<file path="config.mk">
export PLATFORM = sky130hd
export DESIGN_NAME = chord_mixer_flat
export DESIGN_NICKNAME = d
export VERILOG_FILES = /design/src/rtl/chord_mixer_if.sv /design/src/rtl/chord_mixer.sv /design/src/flat_wrapper.sv
export SDC_FILE = /design/constraint.sdc
export NUM_CORES = 1
export LEC_CHECK = 0
export BUFFER_PORTS_ARGS = -buffer_cell sky130_fd_sc_hd__buf_4
export CAP_MARGIN = 20
export CELL_PAD_IN_SITES_DETAIL_PLACEMENT = 1
export CELL_PAD_IN_SITES_GLOBAL_PLACEMENT = 1
export CORE_UTILIZATION = 47
export CTS_CLUSTER_SIZE = 25
export DETAILED_ROUTE_END_ITERATION = 8
export GPL_TIMING_DRIVEN = 0
export PLACE_DENSITY = 0.89
export SYNTH_ARGS = -nofsm -noshare
export SYNTH_HDL_FRONTEND = slang
export SYNTH_SLANG_ARGS = --single-unit
export TNS_END_PERCENT = 10
</file>
<file path="constraint.sdc">
create_clock -name clk -period 8.7 [get_ports clk]
set_clock_uncertainty 0.15 [all_clocks]
set_input_delay 0.435 -clock clk [delete_from_list [all_inputs] [get_ports clk]]
set_output_delay 0.435 -clock clk [all_outputs]
set_load 0.01 [all_outputs]
</file>
<file path="src/rtl/chord_mixer_if.sv">
// Voice-bank/codec bus of the chord mixer: request, voice captures, mixed result and status.
interface chord_mixer_if #(
    parameter int NUM_VOICES = 3,
    parameter int SAMPLE_W   = 16
);
    logic                           play_enable;
    logic                           generate_next_sample;
    logic [NUM_VOICES-1:0]          voice_active;
    logic [NUM_VOICES-1:0]          voice_ready;
    logic [NUM_VOICES*SAMPLE_W-1:0] voice_samples;
    logic [SAMPLE_W-1:0]            sample_out;
    logic                           new_sample_ready;
    logic [NUM_VOICES-1:0]          missed_mask;
    logic                           overrun;

    modport master (
        output play_enable, generate_next_sample, voice_active, voice_ready, voice_samples,
        input  sample_out, new_sample_ready, missed_mask, overrun
    );

    modport slave (
        input  play_enable, generate_next_sample, voice_active, voice_ready, voice_samples,
        output sample_out, new_sample_ready, missed_mask, overrun
    );
endinterface

</file>
<file path="src/rtl/chord_mixer.sv">
// N-voice sequential sample mixer with per-voice timeout; one mixed sample per codec request.
// Optional MIX_SATURATE_EN: sum unscaled samples in a wider accumulator and clamp instead of pre-shifting.
//
// state   | meaning
// IDLE    | waiting for generate_next_sample
// COLLECT | capturing voice samples until all active voices are in or the timer expires
// SUM     | adding one voice per cycle, index 0..NUM_VOICES-1
// OUT     | one-cycle new_sample_ready with the mixed result
module chord_mixer #(
    parameter int NUM_VOICES     = 3,
    parameter int SAMPLE_W       = 16,
    parameter int TIMEOUT_CYCLES = 64
) (
    input  logic         clk,
    input  logic         reset,
    chord_mixer_if.slave bus
);
    localparam int SHIFT = (NUM_VOICES > 1) ? $clog2(NUM_VOICES) : 0;
    localparam int IDX_W = (NUM_VOICES > 1) ? $clog2(NUM_VOICES) : 1;
    localparam int TMR_W = (TIMEOUT_CYCLES > 1) ? $clog2(TIMEOUT_CYCLES) : 1;
`ifdef MIX_SATURATE_EN
    localparam int ACC_W = SAMPLE_W + SHIFT;
`else
    localparam int ACC_W = SAMPLE_W;
`endif
    localparam logic [TMR_W-1:0] TMR_LOAD = TMR_W'(TIMEOUT_CYCLES - 1);
    localparam logic [IDX_W-1:0] IDX_LAST = IDX_W'(NUM_VOICES - 1);

    typedef enum logic [1:0] {IDLE, COLLECT, SUM, OUT} state_t;

    state_t                     state_q, state_d;
    logic [NUM_VOICES-1:0]      act_q, cap_mask_q, missed_q;
    logic signed [SAMPLE_W-1:0] cap_q [NUM_VOICES];
    logic [TMR_W-1:0]           timer_q;
    logic [IDX_W-1:0]           idx_q;
    logic signed [ACC_W-1:0]    acc_q, term;
    logic signed [SAMPLE_W-1:0] mix, mix_gated, sample_q;
    logic                       overrun_q;
    logic                       accept, capture_en, all_in, timed_out;

    assign accept     = (state_q == IDLE) && bus.generate_next_sample;
    assign capture_en = accept || (state_q == COLLECT);
    assign all_in     = ((cap_mask_q & act_q) == act_q);
    assign timed_out  = (timer_q == '0);

    always_ff @(posedge clk) begin
        if (reset) state_q <= IDLE;
        else       state_q <= state_d;
    end

    always_comb begin
        state_d = state_q;
        case (state_q)
            IDLE:    if (bus.generate_next_sample) state_d = COLLECT;
            COLLECT: if (all_in || timed_out)      state_d = SUM;
            SUM:     if (idx_q == IDX_LAST)        state_d = OUT;
            OUT:                                   state_d = IDLE;
            default:                               state_d = IDLE;
        endcase
    end

    // Voices that were not captured or are not playing contribute nothing.
    always_comb begin
        term = '0;
        if (cap_mask_q[idx_q] && act_q[idx_q]) begin
`ifdef MIX_SATURATE_EN
            term = ACC_W'(cap_q[idx_q]);
`else
            term = cap_q[idx_q] >>> SHIFT;
`endif
        end
    end

`ifdef MIX_SATURATE_EN
    localparam logic signed [ACC_W-1:0] SAT_MAX = {{(SHIFT + 1){1'b0}}, {(SAMPLE_W - 1){1'b1}}};
    localparam logic signed [ACC_W-1:0] SAT_MIN = {{(SHIFT + 1){1'b1}}, {(SAMPLE_W - 1){1'b0}}};

    always_comb begin
        if (acc_q > SAT_MAX)      mix = SAT_MAX[SAMPLE_W-1:0];
        else if (acc_q < SAT_MIN) mix = SAT_MIN[SAMPLE_W-1:0];
        else                      mix = acc_q[SAMPLE_W-1:0];
    end
`else
    assign mix = acc_q;
`endif

    assign mix_gated = bus.play_enable ? mix : '0;

    always_ff @(posedge clk) begin
        if (reset) begin
            act_q      <= '0;
            cap_mask_q <= '0;
            timer_q    <= '0;
            idx_q      <= '0;
            acc_q      <= '0;
            sample_q   <= '0;
            missed_q   <= '0;
            overrun_q  <= 1'b0;
            for (int i = 0; i < NUM_VOICES; i++) cap_q[i] <= '0;
        end else begin
            if (bus.generate_next_sample && (state_q != IDLE)) overrun_q <= 1'b1;

            for (int i = 0; i < NUM_VOICES; i++) begin
                if (capture_en && bus.voice_ready[i])
                    cap_q[i] <= bus.voice_samples[i*SAMPLE_W +: SAMPLE_W];
            end

            case (state_q)
                IDLE: begin
                    if (bus.generate_next_sample) begin
                        act_q      <= bus.voice_active;
                        cap_mask_q <= bus.voice_ready;
                        timer_q    <= TMR_LOAD;
                        idx_q      <= '0;
                        acc_q      <= '0;
                    end
                end
                COLLECT: begin
                    cap_mask_q <= cap_mask_q | bus.voice_ready;
                    if (!timed_out) timer_q <= timer_q - 1'b1;
                end
                SUM: begin
                    acc_q <= acc_q + term;
                    idx_q <= (idx_q == IDX_LAST) ? '0 : idx_q + 1'b1;
                end
                OUT: begin
                    sample_q <= mix_gated;
                    missed_q <= act_q & ~cap_mask_q;
                end
                default: ;
            endcase
        end
    end

    // In OUT the fresh result is driven directly so it is valid in the pulse cycle.
    always_comb begin
        bus.new_sample_ready = (state_q == OUT);
        bus.sample_out       = sample_q;
        bus.missed_mask      = missed_q;
        bus.overrun          = overrun_q;
        if (state_q == OUT) begin
            bus.sample_out  = mix_gated;
            bus.missed_mask = act_q & ~cap_mask_q;
        end
    end
endmodule

</file>
<file path="src/flat_wrapper.sv">
// flat-port wrapper written by rule: the top's interface ports become plain ports
module chord_mixer_flat 
#(
    parameter int NUM_VOICES     = 3,
    parameter int SAMPLE_W       = 16,
    parameter int TIMEOUT_CYCLES = 64
)
  (clk, reset, bus_play_enable, bus_generate_next_sample, bus_voice_active, bus_voice_ready, bus_voice_samples, bus_sample_out, bus_new_sample_ready, bus_missed_mask, bus_overrun);
  chord_mixer_if #(.NUM_VOICES(NUM_VOICES), .SAMPLE_W(SAMPLE_W)) bus_i ();
  input  logic clk;
  input  logic reset;
  input wire logic [$bits(bus_i.play_enable)-1:0] bus_play_enable;
  input wire logic [$bits(bus_i.generate_next_sample)-1:0] bus_generate_next_sample;
  input wire logic [$bits(bus_i.voice_active)-1:0] bus_voice_active;
  input wire logic [$bits(bus_i.voice_ready)-1:0] bus_voice_ready;
  input wire logic [$bits(bus_i.voice_samples)-1:0] bus_voice_samples;
  output wire logic [$bits(bus_i.sample_out)-1:0] bus_sample_out;
  output wire logic [$bits(bus_i.new_sample_ready)-1:0] bus_new_sample_ready;
  output wire logic [$bits(bus_i.missed_mask)-1:0] bus_missed_mask;
  output wire logic [$bits(bus_i.overrun)-1:0] bus_overrun;
  assign bus_i.play_enable = bus_play_enable;
  assign bus_i.generate_next_sample = bus_generate_next_sample;
  assign bus_i.voice_active = bus_voice_active;
  assign bus_i.voice_ready = bus_voice_ready;
  assign bus_i.voice_samples = bus_voice_samples;
  assign bus_sample_out = bus_i.sample_out;
  assign bus_new_sample_ready = bus_i.new_sample_ready;
  assign bus_missed_mask = bus_i.missed_mask;
  assign bus_overrun = bus_i.overrun;
  chord_mixer #(.NUM_VOICES(NUM_VOICES), .SAMPLE_W(SAMPLE_W), .TIMEOUT_CYCLES(TIMEOUT_CYCLES)) u_core (.clk(clk), .reset(reset), .bus(bus_i));
endmodule
</file>
After elaboration in Yosys (flattened, before gate mapping)
Memories as Yosys holds them, arrays and structs flattened. A register that Yosys moved wholly into a read port is not among the register bits.
Cells that the tools add are included.
Operators by class
  bitwise gates (word level): 7
  $add $sub $neg: 3
  equality and inequality tests: 9
  muxes and demuxes: 38
  order comparisons: 1
  reduce and logical (&&, ||, !) cells: 18
Operator list (count)
  $mux 16: 7
  $pmux 16 s2: 1
  $add 16x16->16: 1
  $mux 2: 7
  $mux 1: 13
  $mux 6: 2
  $pmux 6 s2: 1
  $pmux 2 s4: 1
  $and 3x3->3: 2
  $eq 2x2->1 const B: 3
  $logic_and 1x1->1: 6
  $logic_not 6->1: 1
  $mux 3: 2
  $ne 2x2->1 const B: 3
  $pmux 3 s2: 1
  $reduce_and 2->1: 3
  $reduce_and 3->1: 2
  $reduce_bool 2->1: 3
  $sub 6x1->6 const B: 1
  $bmux 1 s2: 2
  $pmux 2 s2: 1
  $eq 3x3->1: 1
  $lt 2x3->1 const B: 1
  $not 3->3: 1
  7 further kinds: 10
Word-level totals
  memories kept: 1
  input bits: 58
  register bits after elaboration: 52
  RAM bits: 48
  output and inout bits: 21
  logic and storage cells: 86
Memory list
  u_core.cap_q: depth 3, bits a word 16, rd ports 1, clocked after memory_dff 1, wr ports 3, RTL line chord_mixer.sv:33  | logic signed [SAMPLE_W-1:0] cap_q [NUM_VOICES];

Depth between registers and ports, before layout
  depth after elaboration: 8
  depth in mapped cells: 14
  gate-level depth less buffers: 13

Least setup slack after synthesis
OpenSTA, ideal clock, no wires.
  path type: reg-to-reg
  start: reg u_core.idx_q[0]
  end: reg u_core.acc_q[14]
  setup time: 117 ps
  arrival time: 2588 ps
  period minus slack after synthesis: 2855 ps
  setup slack: 5845 ps
  data required time: 8433 ps
  path buffers: 0
  stages on the path, launching flop included: 13
  path through: dfxtp_1 -> and4b_1 -> a21oi_1 -> nor2_1 -> ha_1 -> fa_1 -> a211oi_2 -> nor2_2 -> o21bai_4 -> o21ai_2 -> a221oi_2 -> xnor2_1 -> a22o_1
On the way
  longest elaborated chain between the ends: 6
  elaborated cells between the ends (all ways): 8
  those cells by class: 1 x add/sub; 6 x mux; 1 x reduce/logical
Ends and longest elaborated chain
  from (decl): RTL line chord_mixer.sv:35  | logic [IDX_W-1:0] idx_q;
  from (signal assigned): RTL line chord_mixer.sv:124  | idx_q <= (idx_q == IDX_LAST) ? '0 : idx_q + 1'b1;
  $bmux 1 s2: RTL line chord_mixer.sv:65  | if (cap_mask_q[idx_q] && act_q[idx_q]) begin
  $mux 1 (implied by the code): RTL line chord_mixer.sv:65
  $logic_and 1x1->1 (*): RTL line chord_mixer.sv:65
  $mux 16 (*): RTL line chord_mixer.sv:65
  $add 16x16->16 (*): RTL line chord_mixer.sv:123  | acc_q <= acc_q + term;
  $pmux 16 s2 (*): RTL line chord_mixer.sv:108  | case (state_q)
  to (signal assigned): RTL line chord_mixer.sv:123
  to (decl): RTL line chord_mixer.sv:36  | logic signed [ACC_W-1:0] acc_q, term;
Mark *: on every way between the ends. The rest lies on a longest branch, timed or not. The select of a mux whose other input is x is not followed.
A chain may end at the register's enable or synchronous reset.

==> results.md <==
* CTS Buf Count at 9
* Dpl hpwl at 9547 um
* Pint at 0.0008313 W
* DIE HEIGHT at 103.4 um
* DRC Markers at 0
* Logic pwr share at 29.0%
* Routed WL at 12,040 um
* Total global-route track usage at 24.10%
* P_leak at 2.320 nW
* Die width at 103.4 um
* Yosys warns at 0
* Vias at 3,811
* Seq pwr share at 48.3%
* Iter 0 DRT Violations at 75
* Tmin final at 3.282 ns
* Slew @ Worst Pin at 0.6351 ns
* Commonest non-fill, non-tap cell in the layout: buf_4
* Vias in the first global route at 3,958
* Layout Nets at 663
* Place WS at 5.448 ns
* Post-synth EDFFs at 42
* Syn_area_per_cell at 9.652 um^2
* Switching part of the total power at 33.82%
* R2r worst-path depth at 12
* Syn_nets at 581
* CTS Hold Bufs at 0
* CTS HTree Levels at 3
* WS Path Type: flip-flop to flip-flop
* Maximum VDD drop at 139.3 uV
* ANT nets after route at 0
* Non-Filler Instances at 721
* Critical path arrival at 3.40 ns
* Status: completed
* Post-Syn Instances at 501
* N_diodes at 0
* Most frequent cells in the layout: 73 x buf_4, 54 x dfxtp_1, 46 x nor2_1
* Clock Pin Slew Worst Setup and Hold Paths at 0.10 ns
* CTS tree: built
* Die area at 10,700 um^2
* Initial antenna violation count at 0
* Clk_lat worst skew at 0.38 ns
* Nature of the critical path endpoint: flip-flop
* Core area at 9864 um^2
* Synth-to-layout area growth at 18.42%
* Max cap viols at 0
* Clock share of power at 22.7%
* Worst Hold Class: input port to flip-flop
* Fmax at 304.7 MHz
* Final Max Slew Viols at 0
* Power Total at 0.001256 W
* RSZ-0062 raised after global routing: false
* Fillcell total at 1,145
* Final setup vio count at 0
* Slew HR at 57.66%
* CTS Sinks at 96
* DRT Pass-1 Iters at 4
* Fin crit share at 37.73%
* Worst EP required at 8.82 ns
* Final hold vios at 0
* Port Buffer Count at 71
* PostCTS Resize Cnt at 0
* Synthesis-stage register bit count at 96
* Worst-path fanout max at 10
* Dpl cells at 705
* Most used flip-flop cell after synthesis: dfxtp_1
* Share of cells above drive strength 1 at 18.54%
* Mapped Area at 4836 um^2
* Initial core utilization at 49.02%
* Pwr Density at 219.3 nW/um^2
* Synth async-reset ratio at 0%
* # Post-CTS Setup Buffers at 0
* Largest net degree at the start of global routing at 16
* R2r endpoint: u_core.acc_q[13]
* Sequential area share after synthesis at 48.43%
* Row count at 36
* Number of buffers on the longest clock path at 2
* P_sw at 0.0004248 W
* First-pass GRT wire length at 19,180 um
* WL/cell at 16.69 um
* Final GP Congestion at 0.9095
* Clk root buf: clkbuf_8
* Total negative slack at 0 ns
* Crit path to: u_core.acc_q[13]
* Grt ovf at 0
* Netlist cell types at 52
* Final worst slack at 5.418 ns
* Reg-to-reg slack, setup at 5.42 ns
* Ports at 79
* Crit start category: flip-flop
* DR vias/cell at 5.286
registers in the layout, summed over array words and instances (netlist names), named ones only:
register and count:
u_core.acc_q 16, u_core.act_q 3, u_core.bus.overrun 1, u_core.cap_mask_q 3, u_core.cap_q 42, u_core.idx_q 2
u_core.missed_q 3, u_core.sample_q 16, u_core.state_q 2, u_core.timer_q 6
cells by family (layout without fill, tap and decap cells):
| kind of cell | Yosys count | count (layout) | synth area share (%) |
|---|---|---|---|
| and+or+nand+nor | 177 | 177 | 18.81 |
| AOI/OAI and AO/OA | 122 | 122 | 16.20 |
| DFF | 96 | 96 | 48.43 |
| buffers and inverters | 51 | 138 | 4.191 |
| adders and majority gates | 22 | 22 | 5.847 |
| muxes | 18 | 18 | 3.803 |
| xor gates and xnor gates | 15 | 15 | 2.717 |
power groups by stage:
stage	combinational (W)	sequential [W]	clock [W]
after floorplan	0.000255	0.000601	0
after global placement	0.000333	0.000607	0
after detailed placement	0.000363	0.000616	0
after CTS	0.000367	0.000607	0.000284
after global routing	0.000407	0.000615	0.000299
final	0.000365	0.000607	0.000285
area by class of cell:
| type | count | area [um^2] | area share (%) |
|---|---|---|---|
| buffer | 26 | 108.9 | 1.901 |
| inverter | 25 | 93.84 | 1.639 |
| sequential | 96 | 2342 | 40.90 |
| timing repair buffer | 71 | 533.0 | 9.307 |
| multi-input combinational | 354 | 2291 | 40.00 |
| tap | 133 | 166.4 | 2.906 |
| clock buffer | 12 | 165.2 | 2.884 |
| clock inverter | 4 | 26.28 | 0.4588 |
worst min-delay path by stage:
stage	from	to	slack, ns	cells past startpoint
4_1_cts	bus_generate_next_sample	u_core.bus.overrun	0.16	3
5_1_grt	bus_generate_next_sample	u_core.bus.overrun	0.16	3
3_5_place_dp	u_core.act_q[2]	u_core.act_q[2]	0.31	2
3_3_place_gp	u_core.act_q[0]	u_core.act_q[0]	0.30	2
2_1_floorplan	u_core.act_q[2]	u_core.act_q[2]	0.29	2
6_report	bus_generate_next_sample	u_core.bus.overrun	0.15	3
metrics by stage:
step                      hold slack, ns  instance area, um^2  utilization (%)
final                             0.1550                 5727            58.05
after global routing              0.1608                 5727            58.05
after CTS                         0.1559                 5727            58.05
after detailed placement          0.3147                 5535            56.11
after global placement            0.3020                 5535            56.11
after floorplan                   0.2908                 4836                -
layer usage:
metal | vias up | track usage, % | wire length (um) | share of wire [%]
li1 | 1906 | - | - | -
met1 | 1807 | 29.62 | 5476 | 46
met2 | 83 | 42.23 | 5938 | 49
met3 | 15 | 4.301 | 430 | 3.6
met4 | 0 | 8.884 | 190 | 1.6
met5 | - | 0 | 0 | 0
synthesized netlist by cell type (7+ instances only):
cell,count,area share [%]
dfxtp_1,54,22
nor2_1,46,3.6
a21oi_1,45,4.7
and2_1,45,5.8
edfxtp_1,42,26
o21ai_0,30,3.1
inv_1,25,1.9
nand2_1,24,1.9
nor2b_1,23,3.0
ha_1,21,5.4
nand3_1,21,2.2
clkbuf_1,18,1.4
mux2i_1,15,3.1
xnor2_1,11,2.0
a21o_1,7,1.1
a22o_1,7,1.3
worst max-delay path, stage by stage (launching register included):
cell      delay [ns]
dfxtp_1         0.33
clkbuf_1        0.32
buf_1           0.41
a21oi_1         0.14
nor2_1          0.25
ha_1            0.31
a211oi_2        0.19
o21bai_1        0.14
a211oi_2        0.30
o21ba_2         0.21
o21ai_1         0.09
xor2_1          0.15
a22o_1          0.19
No activity file was read; power rests on OpenSTA's default activity.
